## src/rtl/sa_pkg.sv

```systemverilog
// Shared definitions for the systolic-array tile sequencer: state encoding,
// skew length and the power-of-two ceiling divide used for tile counts.
package sa_pkg;

   typedef enum logic [2:0] {
      ST_IDLE = 3'd0,
      ST_LOAD = 3'd1,
      ST_FEED = 3'd2,
      ST_WB   = 3'd3,
      ST_DONE = 3'd4
   } sa_state_e;

   // Extra feed steps needed for operands to ripple through the skewed array.
   function automatic int sa_skew(input int rows, input int cols);
      return rows + cols - 2;
   endfunction

   function automatic int unsigned sa_ceil_div_pow2(input int unsigned val,
                                                    input int unsigned lg2);
      return (val + (32'd1 << lg2) - 32'd1) >> lg2;
   endfunction

endpackage

```

## src/rtl/sa_edge_mask.sv

```systemverilog
// Valid-lane mask for one array dimension; only the last tile of a dimension
// may be partial, in which case the low (size mod WIDTH) lanes are enabled.
module sa_edge_mask #(
   parameter int WIDTH      = 4,
   parameter int WIDTH_LOG2 = 2
) (
   input  logic                  en,
   input  logic                  is_edge,
   input  logic [WIDTH_LOG2-1:0] rem,
   output logic [WIDTH-1:0]      mask
);

   always_comb begin
      mask = '0;
      for (int i = 0; i < WIDTH; i++) begin
         mask[i] = en & (~is_edge | (rem == '0) | (i < int'(rem)));
      end
   end

endmodule

```

## src/rtl/sa_tile_sequencer.sv

```systemverilog
// Sequences an MxKxN matrix multiply over a ROWS x COLS systolic array tile by
// tile: operand feed with skew, accumulator clear, writeback handshake.
//
// state   | meaning
// IDLE    | waiting for START, outputs quiet, CYCLES_out holds last run
// LOAD    | one cycle: tile counts computed, zero-size runs skip to DONE
// FEED    | operand feed for current tile, frozen while STALL=1
// WB      | tile result offered, waits for WB_READY_in
// DONE    | one-cycle completion pulse
module sa_tile_sequencer
   import sa_pkg::*;
#(
   parameter int PE_ARRAY_NUM_ROWS      = 4,
   parameter int PE_ARRAY_NUM_ROWS_LOG2 = 2,
   parameter int PE_ARRAY_NUM_COLS      = 4,
   parameter int PE_ARRAY_NUM_COLS_LOG2 = 2,
   parameter int MAX_M_SIZE_LOG2        = 9,
   parameter int MAX_K_SIZE_LOG2        = 9,
   parameter int MAX_N_SIZE_LOG2        = 9,
   parameter int CYCLE_CNT_BWIDTH       = 32
) (
   input  logic                          CLK,
   input  logic                          RSTn,
   input  logic                          START,
   input  logic                          STALL,
   input  logic [MAX_M_SIZE_LOG2-1:0]    M_SIZE_in,
   input  logic [MAX_K_SIZE_LOG2-1:0]    K_SIZE_in,
   input  logic [MAX_N_SIZE_LOG2-1:0]    N_SIZE_in,
   output logic                          FEED_EN_out,
   output logic [MAX_K_SIZE_LOG2:0]      FEED_K_out,
   output logic                          ACC_CLR_out,
   output logic [MAX_M_SIZE_LOG2-1:0]    TILE_M_out,
   output logic [MAX_N_SIZE_LOG2-1:0]    TILE_N_out,
   output logic [PE_ARRAY_NUM_ROWS-1:0]  ROW_MASK_out,
   output logic [PE_ARRAY_NUM_COLS-1:0]  COL_MASK_out,
   output logic                          WB_VALID_out,
   input  logic                          WB_READY_in,
   output logic                          BUSY_out,
   output logic                          IS_FINISHED_out,
   output logic [CYCLE_CNT_BWIDTH-1:0]   CYCLES_out
);

   localparam int MW   = MAX_M_SIZE_LOG2;
   localparam int KW   = MAX_K_SIZE_LOG2 + 1;
   localparam int NW   = MAX_N_SIZE_LOG2;
   localparam int RL   = PE_ARRAY_NUM_ROWS_LOG2;
   localparam int CL   = PE_ARRAY_NUM_COLS_LOG2;
   localparam int SKEW = sa_skew(PE_ARRAY_NUM_ROWS, PE_ARRAY_NUM_COLS);

   sa_state_e state, state_nxt;

   logic [MW-1:0]               m_size;
   logic [MAX_K_SIZE_LOG2-1:0]  k_size;
   logic [NW-1:0]               n_size;
   logic [MW:0]                 m_tiles, m_idx;
   logic [NW:0]                 n_tiles, n_idx;
   logic [KW-1:0]               k_step;
   logic [KW-1:0]               feed_last;
   logic [CYCLE_CNT_BWIDTH-1:0] cycle_cnt;

   logic size_zero, feed_done, m_last, n_last, tile_last, in_tile;

   assign size_zero = (m_size == '0) | (k_size == '0) | (n_size == '0);
   assign feed_last = {1'b0, k_size} + KW'(SKEW) - KW'(1);
   assign feed_done = (k_step == feed_last);
   assign m_last    = (m_idx == m_tiles - (MW+1)'(1));
   assign n_last    = (n_idx == n_tiles - (NW+1)'(1));
   assign tile_last = m_last & n_last;

   always_ff @(posedge CLK or negedge RSTn) begin
      if (!RSTn) state <= ST_IDLE;
      else       state <= state_nxt;
   end

   always_comb begin
      state_nxt = state;
      case (state)
         ST_IDLE: if (START) state_nxt = ST_LOAD;
         ST_LOAD: state_nxt = size_zero ? ST_DONE : ST_FEED;
         ST_FEED: if (!STALL && feed_done) state_nxt = ST_WB;
         ST_WB:   if (WB_READY_in) state_nxt = tile_last ? ST_DONE : ST_FEED;
         ST_DONE: state_nxt = ST_IDLE;
         default: state_nxt = ST_IDLE;
      endcase
   end

   always_comb begin
      FEED_EN_out     = 1'b0;
      FEED_K_out      = '0;
      ACC_CLR_out     = 1'b0;
      WB_VALID_out    = 1'b0;
      BUSY_out        = 1'b0;
      IS_FINISHED_out = 1'b0;
      TILE_M_out      = '0;
      TILE_N_out      = '0;
      in_tile         = 1'b0;
      case (state)
         ST_LOAD: BUSY_out = 1'b1;
         ST_FEED: begin
            BUSY_out    = 1'b1;
            in_tile     = 1'b1;
            FEED_EN_out = ~STALL;
            FEED_K_out  = k_step;
            // A stalled step 0 drops the clear; it reappears when feeding resumes.
            ACC_CLR_out = ~STALL & (k_step == '0);
            TILE_M_out  = MW'({m_idx, {RL{1'b0}}});
            TILE_N_out  = NW'({n_idx, {CL{1'b0}}});
         end
         ST_WB: begin
            BUSY_out     = 1'b1;
            in_tile      = 1'b1;
            WB_VALID_out = 1'b1;
            TILE_M_out   = MW'({m_idx, {RL{1'b0}}});
            TILE_N_out   = NW'({n_idx, {CL{1'b0}}});
         end
         ST_DONE: begin
            BUSY_out        = 1'b1;
            IS_FINISHED_out = 1'b1;
         end
         default: ;
      endcase
   end

   always_ff @(posedge CLK or negedge RSTn) begin
      if (!RSTn) begin
         m_size  <= '0;
         k_size  <= '0;
         n_size  <= '0;
         m_tiles <= '0;
         n_tiles <= '0;
         m_idx   <= '0;
         n_idx   <= '0;
         k_step  <= '0;
      end else begin
         case (state)
            ST_IDLE: if (START) begin
               m_size <= M_SIZE_in;
               k_size <= K_SIZE_in;
               n_size <= N_SIZE_in;
            end
            ST_LOAD: begin
               m_tiles <= (MW+1)'(sa_ceil_div_pow2(32'(m_size), RL));
               n_tiles <= (NW+1)'(sa_ceil_div_pow2(32'(n_size), CL));
               m_idx   <= '0;
               n_idx   <= '0;
               k_step  <= '0;
            end
            ST_FEED: if (!STALL) k_step <= feed_done ? '0 : k_step + KW'(1);
            ST_WB: if (WB_READY_in && !tile_last) begin
               if (n_last) begin
                  n_idx <= '0;
                  m_idx <= m_idx + (MW+1)'(1);
               end else begin
                  n_idx <= n_idx + (NW+1)'(1);
               end
            end
            default: ;
         endcase
      end
   end

   // Counts every non-idle cycle, stalls included; holds through IDLE.
   always_ff @(posedge CLK or negedge RSTn) begin
      if (!RSTn) begin
         cycle_cnt <= '0;
      end else if (state == ST_IDLE) begin
         if (START) cycle_cnt <= '0;
      end else if (cycle_cnt != '1) begin
         cycle_cnt <= cycle_cnt + CYCLE_CNT_BWIDTH'(1);
      end
   end

   assign CYCLES_out = cycle_cnt;

   sa_edge_mask #(
      .WIDTH      (PE_ARRAY_NUM_ROWS),
      .WIDTH_LOG2 (RL)
   ) u_row_mask (
      .en      (in_tile),
      .is_edge (m_last),
      .rem     (m_size[RL-1:0]),
      .mask    (ROW_MASK_out)
   );

   sa_edge_mask #(
      .WIDTH      (PE_ARRAY_NUM_COLS),
      .WIDTH_LOG2 (CL)
   ) u_col_mask (
      .en      (in_tile),
      .is_edge (n_last),
      .rem     (n_size[CL-1:0]),
      .mask    (COL_MASK_out)
   );

endmodule
```

## config.mk

```make
export PLATFORM = sky130hd
export DESIGN_NAME = sa_tile_sequencer
export DESIGN_NICKNAME = d
export VERILOG_FILES = /design/src/rtl/sa_pkg.sv /design/src/rtl/sa_edge_mask.sv /design/src/rtl/sa_tile_sequencer.sv
export SDC_FILE = /design/constraint.sdc
export NUM_CORES = 1
export LEC_CHECK = 0
export ABC_AREA = 1
export BUFFER_PORTS_ARGS = -buffer_cell sky130_fd_sc_hd__buf_2
export CORE_ASPECT_RATIO = 1.1
export CORE_MARGIN = 3
export CORE_UTILIZATION = 63
export CTS_CLUSTER_SIZE = 40
export DETAILED_ROUTE_END_ITERATION = 8
export HOLD_SLACK_MARGIN = 0.08
export PLACE_DENSITY = 0.95
export SYNTH_ARGS = -nofsm -noshare
export SYNTH_HDL_FRONTEND = slang
export SYNTH_SLANG_ARGS = --single-unit
```

## constraint.sdc

```tcl
create_clock -name CLK -period 3.2 [get_ports CLK]
set_input_delay 0.16 -clock CLK [delete_from_list [all_inputs] [get_ports CLK]]
set_output_delay 0.16 -clock CLK [all_outputs]
set_load 0.02 [all_outputs]
```

== Word level (Yosys, flattened, before mapping) ==
Index checks and enable logic that the tools add are counted.

* $add $sub $neg: 12
* Eq/ne operators: 14
* Reduce and logical (&&, ||, !) cells: 22
* Magnitude comparators: 6
* Mux-type cells: 27
* Bitwise gates (word level): 23

{| class="wikitable"
|+ Operator list
! operator !! number
|-
| $mux W32 || 3
|-
| $mux W10 || 7
|-
| $pmux W10 S2 || 3
|-
| $add A32 B1 Y32 const B || 1
|-
| $ne A32 B32 Y1 const B || 1
|-
| $add A10 B1 Y10 const B || 3
|-
| $add A9 B3 Y10 const B || 3
|-
| $eq A10 B10 Y1 || 3
|-
| $sub A10 B1 Y10 const B || 3
|-
| $logic_not A9 Y1 || 3
|-
| $sub A10 B1 Y11 const B || 2
|-
| $mux W9 || 2
|-
| $mux W3 || 5
|-
| $ne A2 B2 Y1 const B || 6
|-
| $pmux W3 S4 || 1
|-
| $and A1 B1 Y1 || 10
|-
| $logic_not A10 Y1 || 1
|-
| $or A1 B1 Y1 || 10
|-
| $lt A1 B2 Y1 const A || 4
|-
| $reduce_and A2 Y1 || 4
|-
| $eq A3 B2 Y1 const B || 2
|-
| $mux W1 || 6
|-
| $reduce_and A3 Y1 || 2
|-
| $reduce_bool A2 Y1 || 3
|-
| other kinds (10) || 16
|}

* Input port bits: 32
* Flip-flop bits (word level): 112
* Output and inout port bits: 73

== Logic depth before layout (Yosys ltp) ==
* Depth after elaboration: 7
* Gate-level depth with buffers: 17

== Cells and area by module ==
A second synthesis with hierarchy kept.

* Cells, all modules: 992
* Area total of the unflattened synthesis: 6,988.0 um^2

{| class="wikitable"
|+ Modules (own cells, without submodules)
! module !! area an instance (um^2) !! cells each !! instances
|-
| sa_tile_sequencer || 6,907.9 || 974 || 1
|-
| sa_edge_mask || 40.0 || 9 || 2
|}

== Worst setup path before layout ==
OpenSTA, ideal clock, no wires.

* Path type: reg-to-output
* Start point: reg state[2]
* End point: out ACC_CLR_out
* Required time: 3,040 ps
* Setup slack: 1,127 ps
* Arrival time: 1,913 ps
* Cell stages (with the launch flop): 8
* Cell sequence: dfrtp_1 nor2_4 inv_2 nor2_4 inv_2 nor2_2 inv_2 nor3_1

* Longest elaborated chain between the ends: 2

{| class="wikitable"
|+ RTL lines
! item !! line !! text
|-
| start, declared || sa_tile_sequencer.sv:50 || <nowiki>sa_state_e state, state_nxt;</nowiki>
|-
| start signal, assigned || sa_tile_sequencer.sv:72 || <nowiki>else state <= state_nxt;</nowiki>
|-
| $eq A3 B2 Y1 || sa_tile_sequencer.sv:97 || <nowiki>case (state)</nowiki>
|-
| $mux W1 || sa_tile_sequencer.sv:97 ||
|-
| end, declared || sa_tile_sequencer.sv:31 || <nowiki>output logic ACC_CLR_out,</nowiki>
|}

Every way passes these cells.

== Worst setup path in the final report ==
* Start point: reg n_tiles[0]
* End point: out COL_MASK_out[1]

* Longest elaborated chain between the ends: 6

{| class="wikitable"
|+ RTL lines
! item !! line !! text
|-
| start, declared || sa_tile_sequencer.sv:56 || <nowiki>logic [NW:0] n_tiles, n_idx;</nowiki>
|-
| start signal, assigned || sa_tile_sequencer.sv:143 || <nowiki>n_tiles <= (NW+1)'(sa_ceil_div_pow2(32'(n_size), CL));</nowiki>
|-
| $sub A10 B1 Y10 || sa_tile_sequencer.sv:67 || <nowiki>assign n_last = (n_idx == n_tiles - (NW+1)'(1));</nowiki>
|-
| $eq A10 B10 Y1 || sa_tile_sequencer.sv:67 ||
|-
| $not A1 Y1 || sa_edge_mask.sv:16 || <nowiki>mask[i] = en & (~is_edge | (rem == '0) | (i < int'(rem)));</nowiki>
|-
| $or A1 B1 Y1 (2 in a row) || sa_edge_mask.sv:16 ||
|-
| $and A1 B1 Y1 || sa_edge_mask.sv:16 ||
|-
| end, declared || sa_tile_sequencer.sv:35 || <nowiki>output logic [PE_ARRAY_NUM_COLS-1:0] COL_MASK_out,</nowiki>
|}

Every way passes these cells.

==> metrics.cfg <==
[routing]
antenna_left=0
via_count=7300
drc_errors=0
dr.pass1.iters=7
vias_per_cell=5.771
routedWlPerCell_um=15.58
wl_um=19710
drtIter0Drc=638

[grt]
antenna_found_initial=0
grt_overflow=0
grt_pass1_vias=6920
grt_usage=0.3206
grt_pass1_wl_um=32920
grt_max_degree=63

[pwr]
power_uw=7038
max-vdd-ir-drop_mv=0.5706
cellPowerDensity_mw_per_mm2=845.7
leakagePower_uw=0.003994

[timing]
hold_slack_ps=149.3
worst_pin_slew_ps=828.1
fin_setup_tns_ps=0
drv_slew=0
skew_ps=12.74
rsz0062_at_grt=false
setup-violations-final=0
finalHoldViolations=0
final.period_utilization=0.8513
finalCriticalPeriod_ps=2724
clock.fmax_mhz=367.1
slew_headroom=0.4479

[clock_network]
clk_latency_ps=360
ctsHtreeMaxLevel=3
clk_pin_slew_ps=70
postCtsHoldBufs=28
cts_setup_buffers=0
cts_made_buffers=9
cts_resized=0
cts_tree=yes
cts.sink_count=108
cts_max_path_buffers=2
root_buffer=clkbuf_16

[yosys]
ys.flop_type=dfrtp_1
syn_area_per_cell_um2=7.197
ys_types=48
synth_area_leaders=dfrtp_1 (38%), nand2_1 (14%), inv_1 (6.2%)
synth_cells=996
synth_edf_count=0
yosys.area.top_type_share=0.3770
synth_seq_cells=108
syn_area_mm2=0.007168
post-synth-top-area-cell=dfrtp_1
ys_warn_count=0
async_flop_share=1.000
ys_seq_area_frac=0.3770

[critical_path]
cpMostUsedCell=nand2_1
cp-end-kind=primary output
crit_chain=inv_1 > ha_1 > nand2_1 > nor2_2 > nand3_1 > nand2_1 > nand2_1 > nand2_1 > nand2_1 > nor2_2 > nand3_4 > o21ai_1 > nand2_1 > buf_2
crit_buf_inv=2
required_ps=3040
path_class=flip-flop to primary output
critPathSlowestCell=dfrtp_1
cp_max_fo=10
cp_slowest_stage_delay_ps=430
cp-start-kind=flip-flop
critPathArrivalTime_ps=2560
crit_family=simple AND/OR/NAND/NOR gates

[outcome]
status=complete, no violations

[cells_and_area]
syn2layout_area_growth_pct=16.11
layout_common_cells=nand2_1 (260), inv_1 (118), nor2_1 (111)
fin_util=0.7559
num-fill-cells=769
drive_gt1_frac=0.1816
antennaDiodeCount=0
layout.nets=1154
layout_commonest_cell=nand2_1

[floorplan]
io_pins=105
die_y_um=117.9
start_util=0.6510
rows=40
chipWidth_um=107.7
die-area_mm2=0.01270
coreArea_mm2=0.01101

[placed_design]
dp_hpwl_um=13470
globalplace.congestion=0.9430
io_buffer_count=100

[hold_path]
hold_path_class=primary input to flip-flop

[flow_run]
drv_cap=0

## where the power goes
| part | switching (uW) | total, uW | internal (uW) | leakage [uW] |
|---|---|---|---|---|
| clock | 529 | 1180 | 652 | 0.000156 |
| sequential | 521 | 2330 | 1810 | 0.00142 |
| combinational | 2420 | 3530 | 1110 | 0.00242 |
## sequential cells by signal, summed over array words and instances (netlist names)
name,cells
n_idx,10
m_size,9
CYCLES_out,32
m_tiles,8
k_size,9
state,3
k_step,10
n_size,9
m_idx,10
n_tiles,8
## layer usage
| metal | vias up | wire length (um) | global-route usage |
|---|---|---|---|
| met5 | - | 0 | 0 |
| met2 | 400 | 9831 | 0.5404 |
| met4 | 0 | 621 | 0.1421 |
| met3 | 53 | 1629 | 0.04937 |
| met1 | 3399 | 7632 | 0.4043 |
| li1 | 3448 | - | - |
## tightest hold or removal path: cells and delay by family
family | cells | cell delay, ps
buffers and inverters | 1 | 120
and+or+nand+nor | 2 | 190
## final timing paths
kind / depth (start not counted) / to / slack [ps] / startpoint
setup reg to reg: 11 / CYCLES_out[12] / 570 / CYCLES_out[0]
hold reg to reg: 2 / m_idx[3] / 520 / m_idx[3]
min in group asynchronous: 2 / m_idx[6] / 450 / RSTn
max in group asynchronous: 3 / CYCLES_out[31] / 2020 / RSTn
hold / removal: 3 / state[0] / 150 / WB_READY_in
setup / recovery: 14 / COL_MASK_out[1] / 480 / n_tiles[0]
## cell type report
class,instances,area [um^2],area share
timing repair buffer,133,833.3,0.1001
sequential,108,2703,0.3247
clock inverter,5,57.56,0.006915
inverter,132,495.5,0.05953
tap,147,183.9,0.02210
clock buffer,11,252.7,0.03037
multi-input combinational,729,3797,0.4563
## cell families after synthesis
logic type,Yosys count,share of synthesized area
AO/OA/AOI/OAI,124,0.1098
XOR/XNOR,35,0.04277
adder cells (fa/ha/maj),9,0.01571
buffers and inverters,162,0.09548
flip-flops,108,0.3770
AND/OR/NAND/NOR,555,0.3559
multiplexers,2,0.002793
other,1,0.0005231
## per-stage QoR
stage	cell area, um^2	setup WS, ps	instances
detailed placement	7732	644.9	1221
global route	8323	185.5	1265
floorplan	7179	1127	999
global placement	7732	753.9	1221
finish	8323	475.9	1265
CTS	8323	481.2	1265
## Yosys cell counts, drive strengths merged, types with 10 or more instances
master and count:
nor3 19, nand3 86, nand4 29, dfrtp 108
o22ai 17, inv 132, nor2 131, buf 20
o21ai 82, nand2 269, nor4 10, xor2 26
clkbuf 10
Power figures use the tool's default switching activity.
